===== src/rtl/eth_pkg.sv =====
// -----------------------------------------------------------------------------
// eth_pkg
// Shared constants and types for the Ethernet FCS inserter.
//   CRC_POLY        : Ethernet CRC-32 generator polynomial (normal form)
//   CRC_INIT        : CRC register value at the start of every frame
//   MIN_FRAME_BYTES : minimum payload length before FCS (short frames are padded)
//   FCS_BYTES       : number of FCS bytes appended to every frame
//   fcs_state_e     : inserter FSM states
//   fcs_byte()      : selects one transmitted FCS byte from the CRC register
// -----------------------------------------------------------------------------
package eth_pkg;

   localparam logic [31:0] CRC_POLY        = 32'h04C11DB7;
   localparam logic [31:0] CRC_INIT        = 32'hFFFFFFFF;
   localparam int unsigned MIN_FRAME_BYTES = 60;
   localparam int unsigned FCS_BYTES       = 4;

   typedef enum logic [1:0] {
      ST_DATA = 2'd0,   // pass input bytes through
      ST_PAD  = 2'd1,   // emit 0x00 until the minimum length is reached
      ST_FCS  = 2'd2    // emit the four FCS bytes
   } fcs_state_e;

   // The CRC register shifts MSB-first, but Ethernet transmits the FCS
   // bit-reflected and inverted, least significant byte first. Reflecting the
   // whole register once makes byte k a plain 8-bit slice.
   function automatic logic [7:0] fcs_byte(input logic [31:0] crc,
                                           input logic [1:0]  idx);
      logic [31:0] refl;
      for (int j = 0; j < 32; j++) begin
         refl[j] = ~crc[31-j];
      end
      return refl[8*idx +: 8];
   endfunction

endpackage


===== src/rtl/calculate_crc.sv =====
// -----------------------------------------------------------------------------
// calculate_crc
// Purely combinational CRC step: folds one DATA_W-bit word into a CRC_W-bit
// register. Data bit 0 is consumed first; the register shifts towards its MSB
// and the polynomial is applied whenever the feedback bit is set.
//   crc      : current CRC register value
//   data     : data word to fold in
//   crc_next : CRC register value after the word
// -----------------------------------------------------------------------------
module calculate_crc #(
   parameter int                DATA_W = 8,
   parameter int                CRC_W  = 32,
   parameter logic [CRC_W-1:0]  POLY   = CRC_W'(eth_pkg::CRC_POLY)
) (
   input  logic [CRC_W-1:0]  crc,
   input  logic [DATA_W-1:0] data,
   output logic [CRC_W-1:0]  crc_next
);

   always_comb begin
      // NOTE: blocking assignments are deliberate here -- each loop iteration
      // must see the previous bit's result, and the unconditional copy first
      // gives crc_next a value on every path so no latch is inferred.
      crc_next = crc;
      for (int i = 0; i < DATA_W; i++) begin
         if (crc_next[CRC_W-1] ^ data[i]) begin
            crc_next = {crc_next[CRC_W-2:0], 1'b0} ^ POLY;
         end else begin
            crc_next = {crc_next[CRC_W-2:0], 1'b0};
         end
      end
   end

endmodule


===== src/rtl/eth_fcs_inserter.sv =====
// -----------------------------------------------------------------------------
// eth_fcs_inserter
// Byte-stream Ethernet FCS inserter. Frames arrive without FCS; the block
// optionally pads short frames with 0x00 up to MIN_FRAME_BYTES and appends the
// CRC-32 frame check sequence. Output is a single registered slot, so an
// accepted input byte appears on the output one cycle later.
//
// Parameters
//   DATA_W   : datapath width, only 8 is supported
//   PAD_EN   : 1 = pad short frames to MIN_FRAME_BYTES, 0 = no padding
//   CRC_POLY : CRC-32 generator polynomial
// Ports
//   clk_i     in   clock, rising edge
//   rst_i     in   asynchronous active-high reset
//   s_data_i  in   frame byte (destination MAC first, no FCS)
//   s_valid_i in   s_data_i / s_last_i valid
//   s_last_i  in   final payload byte of the frame
//   s_ready_o out  input byte is accepted this cycle
//   m_data_o  out  frame byte including pad and FCS
//   m_valid_o out  m_data_o / m_last_o valid
//   m_last_o  out  final FCS byte of the frame
//   m_ready_i in   downstream accepts the output byte this cycle
// -----------------------------------------------------------------------------
module eth_fcs_inserter #(
   parameter int          DATA_W   = 8,
   parameter bit          PAD_EN   = 1'b1,
   parameter logic [31:0] CRC_POLY = eth_pkg::CRC_POLY
) (
   input  logic              clk_i,
   input  logic              rst_i,
   input  logic [DATA_W-1:0] s_data_i,
   input  logic              s_valid_i,
   input  logic              s_last_i,
   output logic              s_ready_o,
   output logic [DATA_W-1:0] m_data_o,
   output logic              m_valid_o,
   output logic              m_last_o,
   input  logic              m_ready_i
);

   import eth_pkg::*;

   localparam logic [5:0] CNT_MAX  = 6'(MIN_FRAME_BYTES);
   localparam logic [1:0] FCS_LAST = 2'(FCS_BYTES - 1);

   fcs_state_e        state;
   logic [5:0]        byte_cnt;    // DATA/PAD bytes loaded this frame, saturating
   logic [5:0]        cnt_inc;     // byte_cnt after counting the byte being loaded
   logic [1:0]        fcs_idx;     // next FCS byte to emit
   logic [31:0]       crc_q;
   logic [31:0]       crc_next;
   logic [DATA_W-1:0] crc_din;
   logic              run_q;       // holds input off until the first edge after reset
   logic              slot_free;
   logic              load_data;

   // The output register can take a new byte when it is empty or being drained.
   assign slot_free = !m_valid_o || m_ready_i;
   assign s_ready_o = run_q && (state == ST_DATA) && slot_free;
   assign load_data = s_ready_o && s_valid_i;

   assign cnt_inc = (byte_cnt == CNT_MAX) ? CNT_MAX : byte_cnt + 6'd1;

   // Pad bytes are zeros and must enter the CRC exactly like payload bytes.
   assign crc_din = (state == ST_PAD) ? '0 : s_data_i;

   calculate_crc #(
      .DATA_W (DATA_W),
      .CRC_W  (32),
      .POLY   (CRC_POLY)
   ) u_crc (
      .crc      (crc_q),
      .data     (crc_din),
      .crc_next (crc_next)
   );

   always_ff @(posedge clk_i or posedge rst_i) begin
      if (rst_i) begin
         state     <= ST_DATA;
         byte_cnt  <= '0;
         fcs_idx   <= '0;
         crc_q     <= CRC_INIT;
         m_data_o  <= '0;
         m_valid_o <= 1'b0;
         m_last_o  <= 1'b0;
         run_q     <= 1'b0;
      end else begin
         run_q <= 1'b1;
         // Nothing in the output slot changes while a byte is stalled in it.
         if (slot_free) begin
            case (state)
               ST_DATA: begin
                  m_valid_o <= load_data;
                  m_last_o  <= 1'b0;
                  if (load_data) begin
                     m_data_o <= s_data_i;
                     crc_q    <= crc_next;
                     byte_cnt <= cnt_inc;
                     if (s_last_i) begin
                        if (PAD_EN && (cnt_inc < CNT_MAX)) begin
                           state <= ST_PAD;
                        end else begin
                           state <= ST_FCS;
                        end
                     end
                  end
               end

               ST_PAD: begin
                  m_data_o  <= '0;
                  m_valid_o <= 1'b1;
                  m_last_o  <= 1'b0;
                  crc_q     <= crc_next;
                  byte_cnt  <= cnt_inc;
                  if (cnt_inc == CNT_MAX) begin
                     state <= ST_FCS;
                  end
               end

               ST_FCS: begin
                  // crc_q is not updated here, so all four bytes come from the
                  // value frozen when the frame body ended.
                  m_data_o  <= fcs_byte(crc_q, fcs_idx);
                  m_valid_o <= 1'b1;
                  m_last_o  <= (fcs_idx == FCS_LAST);
                  if (fcs_idx == FCS_LAST) begin
                     state    <= ST_DATA;
                     byte_cnt <= '0;
                     fcs_idx  <= '0;
                     crc_q    <= CRC_INIT;
                  end else begin
                     fcs_idx <= fcs_idx + 2'd1;
                  end
               end

               default: begin
                  state     <= ST_DATA;
                  m_valid_o <= 1'b0;
                  m_last_o  <= 1'b0;
               end
            endcase
         end
      end
   end

endmodule


===== config.mk =====
export PLATFORM = sky130hd
export DESIGN_NAME = eth_fcs_inserter
export DESIGN_NICKNAME = d
export VERILOG_FILES = /design/src/rtl/eth_pkg.sv /design/src/rtl/calculate_crc.sv /design/src/rtl/eth_fcs_inserter.sv
export SDC_FILE = /design/constraint.sdc
export NUM_CORES = 1
export LEC_CHECK = 0
export BUFFER_PORTS_ARGS = -buffer_cell sky130_fd_sc_hd__clkbuf_2
export CORE_ASPECT_RATIO = 0.75
export CORE_MARGIN = 2
export CORE_UTILIZATION = 65
export CTS_BUF_LIST = sky130_fd_sc_hd__clkbuf_2 sky130_fd_sc_hd__clkbuf_4 sky130_fd_sc_hd__clkbuf_8
export DETAILED_ROUTE_END_ITERATION = 6
export HOLD_SLACK_MARGIN = 0.1
export PLACE_DENSITY_LB_ADDON = 0.2
export SYNTH_ARGS = -nofsm -noshare
export SYNTH_HDL_FRONTEND = slang
export SYNTH_HIERARCHICAL = 1
export SYNTH_SLANG_ARGS = --single-unit

===== constraint.sdc =====
create_clock -name clk_i -period 5.3 [get_ports clk_i]
set_input_delay 0.795 -clock clk_i [delete_from_list [all_inputs] [get_ports clk_i]]
set_output_delay 0.795 -clock clk_i [all_outputs]
set_load 0.02 [all_outputs]

==> After elaboration in Yosys (flattened, before gate mapping) <==
Cells that the tools add are included.
{ "word_totals": {"regBits": 53} }
{ "classes": {"n_shift": 1, "n_bitwise": 48, "eq_ne": 9, "reduce_logical": 12, "magnitude_cmp": 1, "n_mux": 27, "addsub": 2} }
{ "ops": {"columns": ["op", "count"], "rows": [
  ["27-bit two-way mux", 8],
  ["14-bit NOT", 8],
  ["32-bit case mux with 3 select lines", 1],
  ["32-bit two-way mux", 2],
  ["1-bit NOT", 32],
  ["32-bit by 6-bit variable part select with 8-bit output", 1],
  ["8-bit case mux with 3 select lines", 1],
  ["6-bit two-way mux", 3],
  ["6-bit case mux with 3 select lines", 1],
  ["8-bit two-way mux", 2],
  ["6-bit == test, second input constant", 2],
  ["2-bit two-way mux", 6],
  ["1-bit XOR", 8],
  ["6-bit by 1-bit adder with 6-bit output, second input constant", 1],
  ["6-bit less-than comparator, second input constant", 1],
  ["2-bit inequality test, second input constant", 3],
  ["2-bit case mux with 3 select lines", 1],
  ["5-bit AND reduction", 1],
  ["2-bit == test, second input constant", 2],
  ["4-bit AND reduction", 1],
  ["1-bit logical AND", 3],
  ["3-bit AND reduction", 1],
  ["3-bit nonzero test", 1],
  ["2-bit by 1-bit adder with 2-bit output, second input constant", 1],
  ["other kinds (9)", 9]
]} }

==> Longest topological paths before layout <==
Gate-level depths: netlist of the first run.
{ "logic_depth": {"word_depth": 20, "depth_mapped": 8, "ltp_nobuf": 7} }

==> Cells and area by module <==
The synthesis of the first run kept the hierarchy.
{ "modules_own_cells": {"columns": ["mod", "n_inst", "area_per_inst_um2", "seq_area_each_um2", "cells_each"], "rows": [
  ["eth_fcs_inserter", 1, 2642.5, 1366.3, 216],
  ["calculate_crc", 1, 989.7, 0.0, 63]
]} }

==> Worst setup path before layout of the first run <==
OpenSTA, ideal clock, no wires.
{ "synth_path": {"path_type": "flip-flop to flip-flop", "startpoint": "register state[1]", "endpoint": "register crc_q[6]", "t_arrival_ps": 2458, "n_path_buf": 1, "path_slack_ps": 2763, "stages_incl_launch_ff": 9, "cell_sequence": "dfrtp_1 -> inv_1 -> ha_1 -> clkbuf_1 -> nor2_1 -> xnor2_4 -> xnor3_2 -> xor3_1 -> o22a_1"} }
{ "synth_via": {"elab_cells_between_ends": 31} }
{ "synth_lines": {"columns": ["item", "line", "source"], "rows": [
  ["start, declared", "eth_fcs_inserter.sv:46", "fcs_state_e state;"],
  ["start signal, assigned", "eth_fcs_inserter.sv:79", "state <= ST_DATA;"],
  ["start signal, assigned", "eth_fcs_inserter.sv:101", "state <= ST_PAD;"],
  ["start signal, assigned", "eth_fcs_inserter.sv:103", "state <= ST_FCS;"],
  ["2-bit by 1-bit == test with 1-bit output (*)", "eth_fcs_inserter.sv:65", "assign crc_din = (state == ST_PAD) ? '0 : s_data_i;"],
  ["8-bit two-way mux (*)", "eth_fcs_inserter.sv:65", null],
  ["net crc_din[0]", "eth_fcs_inserter.sv:52", "logic [DATA_W-1:0] crc_din;"],
  ["1-bit XOR (*)", "calculate_crc.sv:26", "if (crc_next[CRC_W-1] ^ data[i]) begin"],
  ["27-bit two-way mux (*)", "calculate_crc.sv:26", null],
  ["1-bit XOR (*)", "calculate_crc.sv:26", null],
  ["27-bit two-way mux (*) (2 in series)", "calculate_crc.sv:26", null],
  ["net crc_next[6]", "eth_fcs_inserter.sv:51", "logic [31:0] crc_next;"],
  ["32-bit two-way mux", "eth_fcs_inserter.sv:95", "if (load_data) begin"],
  ["32-bit case mux with 3 select lines (*)", "eth_fcs_inserter.sv:91", "case (state)"],
  ["end signal, assigned", "eth_fcs_inserter.sv:97", "crc_q <= crc_next;"],
  ["end signal, assigned", "eth_fcs_inserter.sv:113", "crc_q <= crc_next;"],
  ["end, declared", "eth_fcs_inserter.sv:50", "logic [31:0] crc_q;"]
]} }
The timed path passes the listed nets; every way through them passes the cells marked *. The select of a mux whose other input is x is not followed.
A chain may end at the register's enable or synchronous reset.

==> Worst setup path in the final report of the first run <==
Same ends and word-level chain as after synthesis.

==> summary.txt, run 1 <==
Outcome
  – Outcome: finished clean

Timing
  – Total negative slack: 0 ps
  – RSZ-0062 raised after global routing: no
  – Final period utilization: 53.6%
  – Slew @ Worst Pin: 680 ps
  – Clk_skew: 8.26 ps
  – Hold slack final: 472 ps
  – Final setup violation count: 0
  – Slew Limit Fails: 0
  – Final count of hold timing violations: 0
  – Max_slew headroom: 54.7%
  – Fmax achieved: 352 MHz
  – Shortest period the worst path allows: 2840 ps

Synth
  – Async set or reset register ratio after synthesis: 100%
  – Main synth FF type: dfstp_2
  – Synth Area in Simple Gates: 5.68%
  – Largest family of logic cells by synthesized area: XOR/XNOR gates
  – Synth Cell Area: 3630 um^2
  – Synthesized area per cell: 13.0 um^2
  – Sequential area share after synthesis: 37.6%
  – Post-Syn Instances: 279
  – Compound-Gate Fraction of Synth Area: 16.3%
  – Post-synth EDFFs: 0
  – Syn. warnings: 6
  – Post-synthesis xor/xnor area fraction: 27.1%
  – Post-synthesis mux area share: 5.55%
  – Synth Area in Adders: 2.41%
  – Yosys reg bits: 53
  – Mapped Nets: 299
  – Synth cell types: 51

Clock tree
  – Hold buffer count at cts: 0
  – Clk Latency, worst-skew pair: 300 ps
  – Clock tree from TritonCTS: yes
  – Clock buffer depth: 2
  – CTS root buf: clkbuf_8
  – Clk slew on worst S/H paths: 100 ps
  – Num CTS Buffers: 5
  – Post_cts resized: 0
  – Num Clock Sinks: 53
  – Setup Buffers After CTS: 0
  – H-tree depth: 2

Power and ir drop
  – Pwr dens: 780 nW/um^2
  – Leak: 1.68 nW
  – Maximum vdd drop: 0.455 mV

Floorplanning
  – Core area: 5350 um^2
  – Die width: 90.3 um
  – Starting density of the core: 67.9%
  – I/O pin cnt: 24
  – Rows: 23
  – Die Y-Extent: 68.7 um
  – DIE AREA: 6210 um^2

Detailed routing
  – Total number of vias: 2,264
  – Drt pass-1 iters: 5
  – Number of nets with antenna violations after detailed routing: 0
  – Vias per std cell: 6.05
  – Metal3 WL: 410 um
  – Iter 0 DRT Violations: 116
  – Residual DRC: 0
  – WL met1: 3450 um
  – WL per Instance: 18.9 um
  – Met2 WL: 3140 um
  – WL final: 7070 um
  – Highest Signal Layer: met4

Placed design
  – DP Wirelength: 4930 um
  – I/O Buffers: 23
  – Gpl congestion: 0.785

Worst setup path
  – CP Max Fanout: 13
  – Req. time, crit path: 5530 ps
  – Crit path max-delay family: XOR/XNOR gates
  – Crit start category: register
  – R2R depth: 7
  – CP cell instances: inv_1 -> ha_1 -> nor2_1 -> xnor2_4 -> xnor3_2 -> xor3_1 -> o22a_1
  – Reg2reg start: state[1]
  – Slowest cell on the critical path: xnor3_2
  – Setup crit start: state[1]
  – Worst setup path class: reg2reg
  – Worst setup EP type: register
  – CP bufs+invs: 1
  – CP peak stage delay: 550 ps
  – Critical path depth: 7
  – Crit path DAT: 3080 ps

Hold path
  – Worst Hold Class: reg2reg
  – HP Start: m_last_o
  – Worst Hold Path Cells: 2

Layout
  – Share of layout cells above drive strength 1: 32.1%
  – Area Overhead vs Synth: 6.41%
  – Ant diodes: 0
  – Fin nets: 318

Global route
  – First-pass GRT wire length: 11,600 um
  – Overflow after GRT: 0
  – Vias in the first global route: 2,255
  – Gr usage total: 24.7%
  – Largest net degree at the start of global routing: 54
  – Initial antenna violation count: 0

Job
  – Max-Cap Viols: 0
-- power by group --
part	switching [mW]	internal, mW
combinational	0.747	1.13
sequential	0.178	0.668
clock	0.129	0.159
total	1.05	1.96
-- logic make-up after synthesis --
family | count (synthesis)
multiplexers | 10
flip-flops | 53
other | 1
buffers and inverters | 32
AND/OR/NAND/NOR | 42
adder cells (fa/ha/maj) | 7
AO/OA/AOI/OAI | 72
XOR/XNOR | 62
-- cell type report --
cell class	instances	area, um^2
multi-input combinational	194	2080
fill	391	1490
sequential	53	1370
timing repair buffer	27	145
tap	75	93.8
clock buffer	7	90.1
inverter	17	63.8
clock inverter	1	30.0
-- sequential cells by signal, summed over array words and instances (netlist names) --
register / count
m_last_o: 1
state: 2
crc_q: 32
fcs_idx: 2
m_valid_o: 1
run_q: 1
m_data_o: 8
byte_cnt: 6
-- final timing paths --
kind,endpoint,slack [ps]
setup / recovery,crc_q[6],2460
hold / removal,m_last_o,470
setup reg to reg,crc_q[6],2460
hold reg to reg,m_last_o,470
max in group asynchronous,m_data_o[2],4230
min in group asynchronous,byte_cnt[3],640
-- worst register-to-register path: cells and delay by family (launching register included) --
kind            cells  cell delay (ps)
compound gates      1              220
xor+xnor            3             1340
flops               1              430
simple gates        1              220
buf+inv             1               90
fa+ha+maj           1              470
-- metal layers --
layer	vias to the layer above	track usage, %
met5	-	0
met4	0	5.19
met3	9	5.11
met2	59	38.9
met1	1140	36.3
li1	1056	-
-- metrics by stage --
step | total power [mW] | utilization, % | setup WS [ps] | instance area, um^2 | instances
after global routing | 3.20 | 72.2 | 2340 | 3860 | 374
after global placement | 2.67 | 70.0 | 2560 | 3740 | 366
after CTS | 3.03 | 72.2 | 2450 | 3860 | 374
after floorplan | 2.44 | - | 2760 | 3630 | 279
final | 3.01 | 72.2 | 2460 | 3860 | 374
after detailed placement | 2.73 | 70.0 | 2450 | 3740 | 366
-- placed cells by master, fill, tap and decap left out, types with 3 or more instances in the layout --
| cell | n |
|---|---|
| nor2_1 | 9 |
| inv_1 | 16 |
| o21a_1 | 8 |
| nand2b_1 | 4 |
| xnor3_1 | 7 |
| xor3_1 | 8 |
| xnor2_1 | 25 |
| a21oi_1 | 4 |
| xor2_1 | 7 |
| o22a_1 | 32 |
| nand2_1 | 14 |
| mux4_2 | 8 |
| o221ai_1 | 8 |
| clkbuf_8 | 6 |
| nand3_1 | 5 |
| clkbuf_2 | 23 |
| dfrtp_1 | 21 |
| dfstp_2 | 32 |
| ha_1 | 7 |
| xnor2_2 | 3 |
| buf_4 | 4 |
| a31oi_1 | 3 |
| xnor2_4 | 8 |
| o21ai_0 | 4 |
-- cell usage after synthesis, types with 4 or more instances --
cell / n / area share, %
dfrtp_1: 21 / 14
xnor3_1: 7 / 4.3
a21oi_1: 4 / 0.55
o221ai_1: 8 / 1.9
xor2_1: 7 / 1.7
nand2b_1: 4 / 0.69
xor3_1: 8 / 5.2
xnor2_1: 25 / 6.0
nand2_1: 14 / 1.4
mux4_2: 8 / 5.0
ha_1: 7 / 2.4
dfstp_2: 32 / 23
o21a_1: 8 / 1.7
inv_1: 17 / 1.8
o22a_1: 32 / 7.7
buf_6: 8 / 2.5
o21ai_0: 4 / 0.55
xnor2_4: 8 / 6.1
nand3_1: 5 / 0.69
nor2_1: 9 / 0.93
(Power assumes the default switching activity.)
==> run 2, diff against run 1 <==
- CORE_UTILIZATION: 65 -> 63
- clock period: 5.3 -> 2.9 ns (I/O delays scaled with it)
==> run 2 against run 1 <==
Compared with the run above: worst hold slack worse by 200 ps; combinational power up 86%; flip-flop and latch count did not move; die area up 3.0%; cell count rose by 1.1%; non-clock buffer count rose by 4; routed wire length is 5.2% higher; clock skew up 1.3 ps; register-to-register slack got worse by 2100 ps; power up 81%; sequential power increased by 83%; largest power group unchanged.
==> summary.txt, run 2 (synthesis gave the netlist of run 1 again) <==
Outcome
  – Outcome: finished clean

Floorplanning
  – Core area: 5440 um^2 (+1.6%)
  – Die width: 91.7 um (+1.5%)
  – I/O pin cnt: 24 (unchanged)
  – Starting density of the core: 66.8% (-1.1 points)
  – Die Y-Extent: 69.8 um (+1.5%)
  – Rows: 23 (unchanged)
  – DIE AREA: 6400 um^2 (+3.0%)

Detailed routing
  – WL per Instance: 19.7 um (+4.1%)
  – Number of nets with antenna violations after detailed routing: 0 (unchanged)
  – Vias per std cell: 6.16 (+1.7%)
  – Total number of vias: 2,327 (+2.8%)
  – WL final: 7430 um (+5.2%)
  – Drt pass-1 iters: 4 (-1)
  – Iter 0 DRT Violations: 179 (+54%)
  – Residual DRC: 0 (unchanged)

Timing
  – Final setup violation count: 0 (unchanged)
  – Final count of hold timing violations: 0 (unchanged)
  – Hold slack final: 276 ps (-196 ps)
  – Fmax achieved: 390 MHz (+11%)
  – Clk_skew: 9.55 ps (+1.29 ps)
  – Shortest period the worst path allows: 2560 ps (-277 ps)
  – RSZ-0062 raised after global routing: no
  – Final period utilization: 88.4% (+35 points)
  – Slew Limit Fails: 0 (unchanged)
  – Max_slew headroom: 42.7% (-12 points)
  – Total negative slack: 0 ps (unchanged)
  – Slew @ Worst Pin: 858 ps (+178 ps)

Layout
  – Fin nets: 322 (+1.3%)
  – Area Overhead vs Synth: 6.37% (about the same)
  – Most frequent cells in the layout: o22a_1, dfstp_2, xnor2_1
  – Max FFs per register: 32 (unchanged)
  – Reg with most FFs: crc_q
  – Share of layout cells above drive strength 1: 33.3% (+1.2 points)
  – Registers with the most flip-flops: crc_q x32, m_data_o x8, byte_cnt x6
  – Ant diodes: 0 (unchanged)
  – Fill count: 400 (+2.3%)

Worst setup path
  – CP Max Fanout: 13 (unchanged)
  – FF-to-FF End: crc_q[5]
  – Reg2reg start: state[1]
  – Worst setup EP type: register
  – Worst setup path class: reg2reg
  – Crit start category: register
  – R2R depth: 7 (unchanged)
  – Req. time, crit path: 3150 ps (-2380 ps)
  – Crit path DAT: 2810 ps (-270 ps)
  – Worst R2R Setup Slack: 340 ps (-2120 ps)

Power and ir drop
  – Switch Pwr: 1.96 mW (+86%)
  – Flop pwr share: 28.3% (+0.2 points)
  – Clock network fraction of total power: 7.7% (-1.9 points)
  – Leak: 1.69 nW (+0.33%)
  – Int Power: 3.50 mW (+79%)
  – Switching share of power: 35.8% (+0.89 points)
  – Pwr dens: 1410 nW/um^2 (+81%)
  – Maximum vdd drop: 0.903 mV (+98%)
  – Combinational share of power: 64.0% (+1.6 points)

Placed design
  – Gpl congestion: 0.845 (+7.7%)
  – DP Wirelength: 5280 um (+7.1%)
  – I/O Buffers: 23 (unchanged)

Global route
  – Largest net degree at the start of global routing: 43 (-20%)
  – Overflow after GRT: 0 (unchanged)
  – Gr usage total: 24.9% (+0.15 points)
  – First-pass GRT wire length: 12,400 um (+6.7%)
  – Initial antenna violation count: 0 (unchanged)
  – Vias in the first global route: 2,310 (+2.4%)

Clock tree
  – Clk Latency, worst-skew pair: 310 ps (about the same)
  – Num CTS Buffers: 5 (unchanged)
  – Num Clock Sinks: 53 (unchanged)
  – Clock buffer depth: 2 (unchanged)
  – Setup Buffers After CTS: 0 (unchanged)
  – CTS root buf: clkbuf_8
  – Clock tree from TritonCTS: yes
  – H-tree depth: 2 (unchanged)
  – Clk slew on worst S/H paths: 100 ps (about the same)

Job
  – Max-Cap Viols: 0 (unchanged)

Hold path
  – Worst Hold Class: in2async
[run 2: cell types whose count changed in the layout (fill, tap and decap cells not counted)]
cell | before | now
ha_1 | 7 | 6
buf_4 | 4 | 8
ha_2 | 0 | 1
clkbuf_8 | 6 | 5
bufinv_16 | 1 | 0
clkinv_2 | 0 | 2
[run 2: repair_timing]
item	4_1_cts	5_1_grt
hold buffers	0	0
endpoints found under the hold margin	0	0
endpoints found under the setup margin	0	1
gates resized for setup	0	1
[run 2: per-stage QoR]
step                worst slack (ps)  std cells  utilization (%)  area [um^2]  power, mW
floorplan                        363        279                -         3630       4.47
global placement                 281        370             69.4         3770       4.93
detailed placement               151        370             69.4         3770       5.03
CTS                              145        378             71.0         3860       5.46
global route                     198        378             71.0         3860       5.79
finish                           336        378             71.0         3860       5.46
[run 2: cell type report]
type | instances | area (um^2) | area share (%)
Tap cell | 75 | 93.8 | 2.43
Multi-Input combinational cell | 194 | 2080 | 53.8
Timing Repair Buffer | 31 | 175 | 4.53
Inverter | 17 | 63.8 | 1.65
Sequential cell | 53 | 1370 | 35.4
Clock buffer | 6 | 76.3 | 1.98
Clock inverter | 2 | 10.0 | 0.259
[run 2: routing by layer]
layer	track usage [%]	vias to the layer above	routed length, um
met5	0	-	0
met4	6.23	0	94
met3	4.57	10	502
met2	36.0	90	3240
met1	38.7	1162	3590
li1	-	1065	-
[run 2: how the worst max path moves through the flow]
stage	slack, ps	cells after the start	start	end
CTS	150	7	state[1]	crc_q[5]
detailed placement	150	7	state[1]	crc_q[5]
global placement	280	7	state[1]	crc_q[13]
floorplan	360	8	state[1]	crc_q[6]
global route	200	7	state[1]	crc_q[5]
finish	340	7	state[1]	crc_q[5]
[run 2: power by group through the flow]
| stage | Sequential, mW | Combinational (mW) | Clock (mW) |
|---|---|---|---|
| 6_report | 1.55 | 3.49 | 0.421 |
| 5_1_grt | 1.59 | 3.74 | 0.455 |
| 4_1_cts | 1.54 | 3.49 | 0.426 |
| 3_5_place_dp | 1.55 | 3.48 | 0 |
| 3_3_place_gp | 1.54 | 3.39 | 0 |
| 2_1_floorplan | 1.49 | 2.98 | 0 |
[run 2: critical path, stage by stage (launching register included)]
cell	delay, ps
dfrtp_1	430
inv_1	100
ha_2	330
nor2_1	160
xnor2_4	350
xor3_2	560
xnor3_1	350
o22a_1	220
==> run 3, diff against run 2 <==
- CORE_UTILIZATION: 63 -> 61
- CTS_BUF_LIST: sky130_fd_sc_hd__clkbuf_2 sky130_fd_sc_hd__clkbuf_4 sky130_fd_sc_hd__clkbuf_8 -> sky130_fd_sc_hd__clkbuf_16
==> run 3 against run 2 <==
Compared with the run above: design area rose by 2.6%; clock-buffer cell count fell by 1; global-route usage rose by 0.88 points; power rose by 5.0%; core utilization fell by 2.7 points; routed wire length rose by 2.2%; critical path type unchanged; largest power group unchanged; highest routed layer unchanged.
==> summary.txt, run 3 (synthesis gave the netlist of run 1 again) <==
Outcome
  – Outcome: finished clean

Floorplanning
  – Starting density of the core: 62.7% (-4.1 points)
  – Core area: 5800 um^2 (+6.6%)
  – Die width: 93.1 um (+1.6%)
  – Rows: 24 (+4.3%)
  – Die Y-Extent: 70.8 um (+1.5%)
  – I/O pin cnt: 24 (unchanged)
  – DIE AREA: 6590 um^2 (+3.1%)

Timing
  – Final count of hold timing violations: 0 (unchanged)
  – Slew @ Worst Pin: 822 ps (-36.3 ps)
  – RSZ-0062 raised after global routing: no
  – Max_slew headroom: 45.1% (+2.4 points)
  – Clk_skew: 10.8 ps (+1.28 ps)
  – Total negative slack: 0 ps (unchanged)
  – Shortest period the worst path allows: 2590 ps (+24.4 ps)
  – Final period utilization: 89.2% (+0.84 points)
  – Fmax achieved: 386 MHz (-0.94%)
  – Slew Limit Fails: 0 (unchanged)
  – Final setup violation count: 0 (unchanged)

Layout
  – Finished Core Util: 68.4% (-2.7 points)
  – Fill count: 409 (+2.3%)
  – Share of layout cells above drive strength 1: 33.4% (+0.11 points)
  – Most frequent cells in the layout: o22a_1, dfstp_2, xnor2_1
  – Ant diodes: 0 (unchanged)
  – Fin nets: 324 (+0.62%)
  – Reg with most FFs: crc_q
  – Area Overhead vs Synth: 9.09%
  – Registers with the most flip-flops: crc_q x32, m_data_o x8, byte_cnt x6
  – Max FFs per register: 32 (unchanged)

Detailed routing
  – Vias per std cell: 5.98 (-2.8%)
  – Residual DRC: 0 (unchanged)
  – Number of nets with antenna violations after detailed routing: 0 (unchanged)
  – WL per Instance: 19.8 um (+0.90%)
  – Iter 0 DRT Violations: 86 (-52%)
  – WL final: 7600 um (+2.2%)
  – Drt pass-1 iters: 4 (unchanged)
  – Total number of vias: 2,292 (-1.5%)

Power and ir drop
  – Pwr dens: 1450 nW/um^2 (+2.4%)
  – Maximum vdd drop: 0.870 mV (-3.7%)
  – Leak: 1.73 nW (+2.3%)

Global route
  – GR Util met2: 41.1% (+5.0 points)
  – Global Route met3 Usage: 3.83% (-0.73 points)
  – Vias in the first global route: 2,399 (+3.9%)
  – Overflow after GRT: 0 (unchanged)
  – Largest net degree at the start of global routing: 40 (-7.0%)
  – First-pass GRT wire length: 12,800 um (+3.1%)
  – GR Layer Usage met1: 38.5% (-0.26 points)
  – Initial antenna violation count: 0 (unchanged)
  – GR peak layer: met2
  – Gr usage total: 25.8% (+0.88 points)

Clock tree
  – Hold buffer count at cts: 0 (unchanged)
  – Clock tree from TritonCTS: yes
  – Num Clock Sinks: 53 (unchanged)
  – Num CTS Buffers: 5 (unchanged)
  – Clk Latency, worst-skew pair: 290 ps (-20 ps)
  – Clk slew on worst S/H paths: 70 ps (-30 ps)
  – H-tree depth: 2 (unchanged)
  – Clock buffer depth: 2 (unchanged)
  – CTS root buf: clkbuf_16

Worst setup path
  – CP Max Fanout: 13 (unchanged)
  – Crit path DAT: 2810 ps (about the same)
  – Worst setup path class: reg2reg
  – Crit start category: register
  – Req. time, crit path: 3120 ps (-30 ps)
  – Worst setup EP type: register

Placed design
  – Gpl congestion: 0.848 (+0.26%)
  – DP Wirelength: 5370 um (+1.6%)
  – I/O Buffers: 23 (unchanged)

Job
  – Max-Cap Viols: 0 (unchanged)

Hold path
  – Worst Hold Class: in2async
[run 3: cell count changes in the layout (fill, tap and decap cells not counted), sizes merged]
cell,previous run,this run
buf,8,10
clkinv,2,1
clkinvlp,0,1
bufinv,0,1
clkbuf,29,28
[run 3: power breakdown]
group | internal (mW) | switching (mW) | leakage (nW)
combinational | 2.12 | 1.40 | 1.05
sequential | 1.22 | 0.320 | 0.596
clock | 0.405 | 0.266 | 0.0775
total | 3.74 | 1.99 | 1.73
[run 3: area by class of cell]
cell class              count  area, um^2  area share, %
multi-input cells         194        2080           52.4
flip-flops and latches     53        1370           34.5
repair buffers             33         190           4.80
clock buffers               5         125           3.16
well taps                  78        97.6           2.46
inverters                  17        63.8           1.61
clock inverters             3        41.3           1.04
[run 3: metrics by stage]
step / std cells / worst slack, ps / total power [mW] / cell area (um^2) / hold slack (ps)
floorplan: 279 / 363 / 4.47 / 3630 / 503
global placement: 375 / 252 / 4.95 / 3790 / 451
detailed placement: 375 / 164 / 5.06 / 3790 / 479
CTS: 383 / 131 / 5.76 / 3960 / 316
global route: 383 / 194 / 6.09 / 3960 / 371
finish: 383 / 312 / 5.73 / 3960 / 288
[run 3: final timing paths]
kind | from | end | slack, ps | cells past startpoint
worst max-delay path | state[1] | crc_q[6] | 310 | 7
worst min-delay path | rst_i | byte_cnt[4] | 290 | 2
worst max register to register | state[1] | crc_q[6] | 310 | 7
worst min register to register | m_last_o | m_last_o | 490 | 2
max in group asynchronous | rst_i | crc_q[10] | 1840 | 3
min in group clk_i | m_ready_i | m_last_o | 430 | 4
[run 3: per-layer routing]
layer | up-vias | part of all wire, %
met1 | 1156 | 48
met2 | 53 | 47
met4 | 0 | 0.75
met5 | - | 0
li1 | 1076 | -
met3 | 7 | 3.7
[run 3: critical path, cell delays in order, from the launching register on]
cell,delay (ps)
dfrtp_1,410
inv_1,100
ha_2,350
nor2_1,160
xnor2_4,350
xnor3_2,540
xor3_1,380
o22a_1,220
[run 3: what timing repair did]
action | 4_1_cts | 5_1_grt
buffers inserted | 0 | 0
setup endpoints to repair | 0 | 3
resized for setup | 0 | 1
